## config.mk

```make
export PLATFORM = sky130hd
export DESIGN_NAME = cmp_sort_pipe
export DESIGN_NICKNAME = d
export VERILOG_FILES = /design/src/rtl/cmp_sort_pipe.sv
export SDC_FILE = /design/constraint.sdc
export NUM_CORES = 2
export LEC_CHECK = 0
export CAP_MARGIN = 10
export CORE_ASPECT_RATIO = 1.2
export CORE_UTILIZATION = 50
export CTS_CLUSTER_SIZE = 8
export DETAILED_ROUTE_END_ITERATION = 16
export PLACE_DENSITY = 0.68
export SLEW_MARGIN = 20
export SYNTH_ARGS = -nofsm -noshare
export SYNTH_HDL_FRONTEND = slang
export SYNTH_SLANG_ARGS = --single-unit
```

## constraint.sdc

```tcl
create_clock -name clk -period 53.5 [get_ports clk]
set_input_delay 10.7 -clock clk [delete_from_list [all_inputs] [get_ports clk]]
set_output_delay 10.7 -clock clk [all_outputs]
set_load 0.01 [all_outputs]
```

## src/rtl/cmp_sort_pipe.sv

```systemverilog
// Pipelined odd-even transposition sorter: DATA_CNT registered compare-exchange stages
// carry key, original-position tag, direction and valid; the whole pipe stalls on output back-pressure.
module cmp_sort_pipe #(
  parameter int DATA_WIDTH = 16,
  parameter int DATA_CNT   = 8,
  parameter int SIGNED     = 0,
  localparam int IDX_W     = (DATA_CNT > 2) ? $clog2(DATA_CNT) : 1
) (
  input  logic                           clk,
  input  logic                           rst,
  input  logic                           flush,
  input  logic                           in_valid,
  output logic                           in_ready,
  input  logic                           in_dir,
  input  logic [DATA_CNT*DATA_WIDTH-1:0] in_data,
  output logic                           out_valid,
  input  logic                           out_ready,
  output logic                           out_dir,
  output logic [DATA_CNT*DATA_WIDTH-1:0] out_data,
  output logic [DATA_CNT*IDX_W-1:0]      out_idx
);

  logic stall;

  assign stall    = out_valid & ~out_ready;
  assign in_ready = ~stall;

  function automatic logic key_gt(input logic [DATA_WIDTH-1:0] a, input logic [DATA_WIDTH-1:0] b);
    logic gt;
    if (SIGNED != 0) begin
      gt = ($signed(a) > $signed(b));
    end else begin
      gt = (a > b);
    end
    return gt;
  endfunction

  for (genvar s = 0; s < DATA_CNT; s++) begin : g_stage
    logic [DATA_WIDTH-1:0] src_key [DATA_CNT];
    logic [IDX_W-1:0]      src_tag [DATA_CNT];
    logic                  src_dir;
    logic                  src_vld;
    logic [DATA_WIDTH-1:0] key_d [DATA_CNT];
    logic [IDX_W-1:0]      tag_d [DATA_CNT];
    logic [DATA_WIDTH-1:0] key_q [DATA_CNT];
    logic [IDX_W-1:0]      tag_q [DATA_CNT];
    logic                  dir_q;
    logic                  vld_q;

    if (s == 0) begin : g_head
      // Stage 0 tags every element with its input position.
      always_comb begin
        for (int e = 0; e < DATA_CNT; e++) begin
          src_key[e] = in_data[e*DATA_WIDTH +: DATA_WIDTH];
          src_tag[e] = IDX_W'(e);
        end
      end
      assign src_dir = in_dir;
      assign src_vld = in_valid;
    end else begin : g_body
      always_comb begin
        for (int e = 0; e < DATA_CNT; e++) begin
          src_key[e] = g_stage[s-1].key_q[e];
          src_tag[e] = g_stage[s-1].tag_q[e];
        end
      end
      assign src_dir = g_stage[s-1].dir_q;
      assign src_vld = g_stage[s-1].vld_q;
    end

    // Even stages pair from element 0, odd stages from 1; strict compare keeps equal keys in order.
    always_comb begin
      logic swap;
      swap  = 1'b0;
      key_d = src_key;
      tag_d = src_tag;
      for (int e = s % 2; e + 1 < DATA_CNT; e += 2) begin
        swap       = src_dir ? key_gt(src_key[e+1], src_key[e]) : key_gt(src_key[e], src_key[e+1]);
        key_d[e]   = swap ? src_key[e+1] : src_key[e];
        key_d[e+1] = swap ? src_key[e]   : src_key[e+1];
        tag_d[e]   = swap ? src_tag[e+1] : src_tag[e];
        tag_d[e+1] = swap ? src_tag[e]   : src_tag[e+1];
      end
    end

    // Stage register: flush drops valid even while stalled; stall freezes everything.
    always_ff @(posedge clk or posedge rst) begin
      if (rst) begin
        vld_q <= 1'b0;
        dir_q <= 1'b0;
        for (int e = 0; e < DATA_CNT; e++) begin
          key_q[e] <= '0;
          tag_q[e] <= '0;
        end
      end else begin
        if (flush) begin
          vld_q <= 1'b0;
        end else if (!stall) begin
          vld_q <= src_vld;
        end else begin
          vld_q <= vld_q;
        end
        if (!stall) begin
          dir_q <= src_dir;
          key_q <= key_d;
          tag_q <= tag_d;
        end else begin
          dir_q <= dir_q;
        end
      end
    end
  end

  // Outputs come straight from the last stage register.
  always_comb begin
    out_data = '0;
    out_idx  = '0;
    for (int e = 0; e < DATA_CNT; e++) begin
      out_data[e*DATA_WIDTH +: DATA_WIDTH] = g_stage[DATA_CNT-1].key_q[e];
      out_idx[e*IDX_W +: IDX_W]            = g_stage[DATA_CNT-1].tag_q[e];
    end
  end

  assign out_valid = g_stage[DATA_CNT-1].vld_q;
  assign out_dir   = g_stage[DATA_CNT-1].dir_q;

endmodule

```

==> results.tsv <==
stage	metric	value	unit
drt	first_iter_violations	4181	
drt	routed_via_density	6.190	
logic_synthesis	synth.most_common_cell	dfrtp_1	
worst_setup_path	cpMostUsedCell	clkdlybuf4s50_1	
sta	finalHoldViolCount	0	
worst_setup_path	ff2ff_path_depth	9	
run	drv_cap	0	
worst_setup_path	critPathKind	primary input to primary output	
layout	fin_cells	8160	
die	start_util	0.5036	
layout	area_delta_synth_final	13.02	%
sta	grt_setup_unrepaired	no	
power	pwr-share-seq	0.386	
clocking	cts_resized	0	
die	die-area	0.1327	sq mm
logic_synthesis	avgSynthCellArea	10.40	sq um
clocking	clockBufferDepth	3	
worst_setup_path	slowest_stage	clkdlybuf4s50_1	
clocking	cts.sinks	1206	
clocking	cts_tree	yes	
worst_setup_path	worstPathMaxFanout	23	
place	post-place-cells	7971	
layout	nets	7037	
status	outcome	finished, final reports clean	
worst_setup_path	r2r_start	out_valid	
logic_synthesis	ys_top_cells_by_count	1,206 x dfrtp_1, 943 x nand2_1, 476 x inv_1, 468 x mux2i_1, 448 x ha_1	
sta	fin_worst_skew	0.02645	ns
power	combPwrFrac	0.409	
clocking	cts_hold_buf	0	
grt	grt.overflow.total	0	
die	rows	145	
place	placed_area	0.06960	sq mm
logic_synthesis	ys_seq_area_frac	0.4600	
power	p_per_area	62.34	mW/mm^2
place	numPortBuffers	288	
power	leakage	34.86	nW
logic_synthesis	syn-cell-area	0.06560	sq mm
worst_hold_path	min_to	out_data[113]	
drt	ant_nets	0	
clocking	htree_levels	4	
logic_synthesis	synthCells	6310	
drt	drt-wirelength-per-cell	23.55	microns
clocking	root_buffer	clkbuf_16	
clocking	cts_made_buffers	168	
grt	grt_antenna_before_repair	2	
drt	drc_errors	0	
worst_hold_path	min_delay_path_depth	2	
worst_hold_path	hp-class	flip-flop to flip-flop	
worst_setup_path	cp-start-kind	primary input	
power	pwr-share-clk	0.206	
die	ios	289	
layout	final_area	0.07414	sq mm
worst_hold_path	worstHoldStart	out_data[113]	
worst_setup_path	r2r-end	g_stage[1].key_q[57]	
worst_setup_path	cp_data_arrival_time	12.21	ns
die	core-area	0.1303	sq mm
clocking	path_clk_slew	0.05	ns
layout	diodes	0	
sta	max_slew_margin	0.2511	
grt	grt_max_degree	175	
die	fp.dieH	398.8	microns
worst_setup_path	r2r_slack	48.75	ns
logic_synthesis	yosys.area.top_type_share	0.4600	
worst_setup_path	slowest_delay	0.52	ns
sta	whs	0.4608	ns
logic_synthesis	ys_types	73	
grt	grt_pass1_vias	50190	
logic_synthesis	syn-num-nets	6892	
power	p_int	2.800	mW
layout	drive_gt1_frac	0.1264	
clocking	clock_latency	0.80	ns
sta	max_freq	0.04365	GHz
logic_synthesis	yosys-top-cells-area	dfrtp_1 46%, ha_1 8.5%, mux2i_1 7.1%	
place	gp_congestion	0.9017	
drt	drt_pass1_iterations	6	
sta	tightestPinTransition	1.100	ns
grt	track_usage	0.2885	
sta	setup_tns	0	ns
sta	finalMaxSlewViolations	0	
logic_synthesis	ys.warnings.count	0	
layout	fillers	11250	
worst_setup_path	crit_required	42.80	ns
layout	utilization	0.5692	
power	p_sw	1.821	mW
grt	grt_pass1_wl	298600	microns
logic_synthesis	synth_area_leader_cell	dfrtp_1	
worst_setup_path	path_delay_family	buffers and inverters	
logic_synthesis	synth-seq-cells	1206	
logic_synthesis	ys_dominant_reg_cell	dfrtp_1	
sta	setup_violations	0	
power	switching_share	0.3941	
die	die_x	332.7	microns
sta	finalCritPeriodShare	0.4282	
place	dp_hpwl	136900	microns
clocking	cts_setup_buffers	0	
logic_synthesis	async_flop_share	1.000	
drt	wirelength	192200	microns
worst_setup_path	crit_path_end_kind	primary output	
logic_synthesis	synth_edf_count	0	
worst_setup_path	path_buf_inv	3	
sta	finalCriticalPeriod	22.91	ns
worst_setup_path	path_cells	clkdlybuf4s50_1 -> nor2b_4 -> inv_8 -> clkdlybuf4s50_1	
drt	num_vias	50510	
power	ir_worst_vdd	0.00004082	V
[placed cells by master, fill, tap and decap left out, types with 17 or more instances in the layout]
cell             count
nand2_1            943
mux2i_1            462
nand3_1             78
clkbuf_16          170
nor4_1              23
nor3_1              69
dfrtp_1           1206
and2_1             118
o21ai_0            350
a21o_1              39
nand4_1             92
o32a_1              30
nand2b_1           105
mux2_2             251
ha_1               448
a31oi_1             40
o211ai_1            18
nor2b_1             23
clkdlybuf4s50_1    288
a32oi_1             32
inv_1              474
a2bb2oi_1           17
a21oi_1            210
a221o_1            266
nor2_1             168
buf_4               69
o221a_2            239
[registers in the layout (all words and copies together), names as in the netlist]
signal         count
out_data         128
out_dir            1
g_stage.vld_q      7
out_valid          1
g_stage.tag_q    142
g_stage.dir_q      7
out_idx           24
g_stage.key_q    896
[worst register-to-register path, delay by kind of cell (launching register included)]
family | cells | cell delay (ns)
and+or+nand+nor | 1 | 0.36
buffers and inverters | 5 | 2.98
AOI/OAI and AO/OA | 3 | 1.03
DFF | 1 | 0.34
[through the flow]
step	setup WS (ns)	total power [mW]
after global routing	30.56	4.895
final	30.59	4.622
after CTS	30.61	4.611
after global placement	30.63	3.567
after floorplan	8.823	2.976
after detailed placement	30.62	3.648
[power by group through the flow]
stage	logic, mW	registers, mW	clock network (mW)
after floorplan	1.42	1.56	0
after global placement	1.79	1.77	0
after detailed placement	1.87	1.78	0
after CTS	1.88	1.77	0.964
after global routing	2.09	1.81	0.999
final	1.89	1.78	0.950
[cell families after synthesis]
kind of cell	synth area share
flip-flops	0.4600
AO/OA/AOI/OAI	0.1630
AND/OR/NAND/NOR	0.1149
multiplexers	0.1218
buffers and inverters	0.05476
adder cells (fa/ha/maj)	0.08545
[metal layers]
| metal | routed length [microns] | up-vias | GRT usage |
|---|---|---|---|
| li1 | - | 23130 | - |
| met1 | 82160 | 25290 | 0.3819 |
| met2 | 92570 | 1679 | 0.4798 |
| met3 | 10030 | 406 | 0.03721 |
| met4 | 7379 | 2 | 0.1165 |
| met5 | 13 | - | 0 |
[final cells by class]
cell class | count | area (sq um) | share of cell area
well taps | 1690 | 2115 | 0.02852
multi-input cells | 4236 | 32010 | 0.4318
flip-flops and latches | 1206 | 30180 | 0.4071
clock inverters | 14 | 197.7 | 0.002666
inverters | 477 | 1805 | 0.02435
repair buffers | 366 | 3592 | 0.04845
clock buffers | 171 | 4237 | 0.05714
[worst max-delay path by stage]
| stage | from | to | slack [ns] | depth (start not counted) |
|---|---|---|---|---|
| 3_5_place_dp | out_ready | in_ready | 30.62 | 4 |
| 6_report | out_ready | in_ready | 30.59 | 4 |
| 4_1_cts | out_ready | in_ready | 30.61 | 4 |
| 5_1_grt | out_ready | in_ready | 30.56 | 4 |
| 2_1_floorplan | rst | g_stage[0].dir_q | 8.82 | 1 |
| 3_3_place_gp | out_ready | in_ready | 30.63 | 4 |
Note: power is estimated with default switching activity, not from simulation.
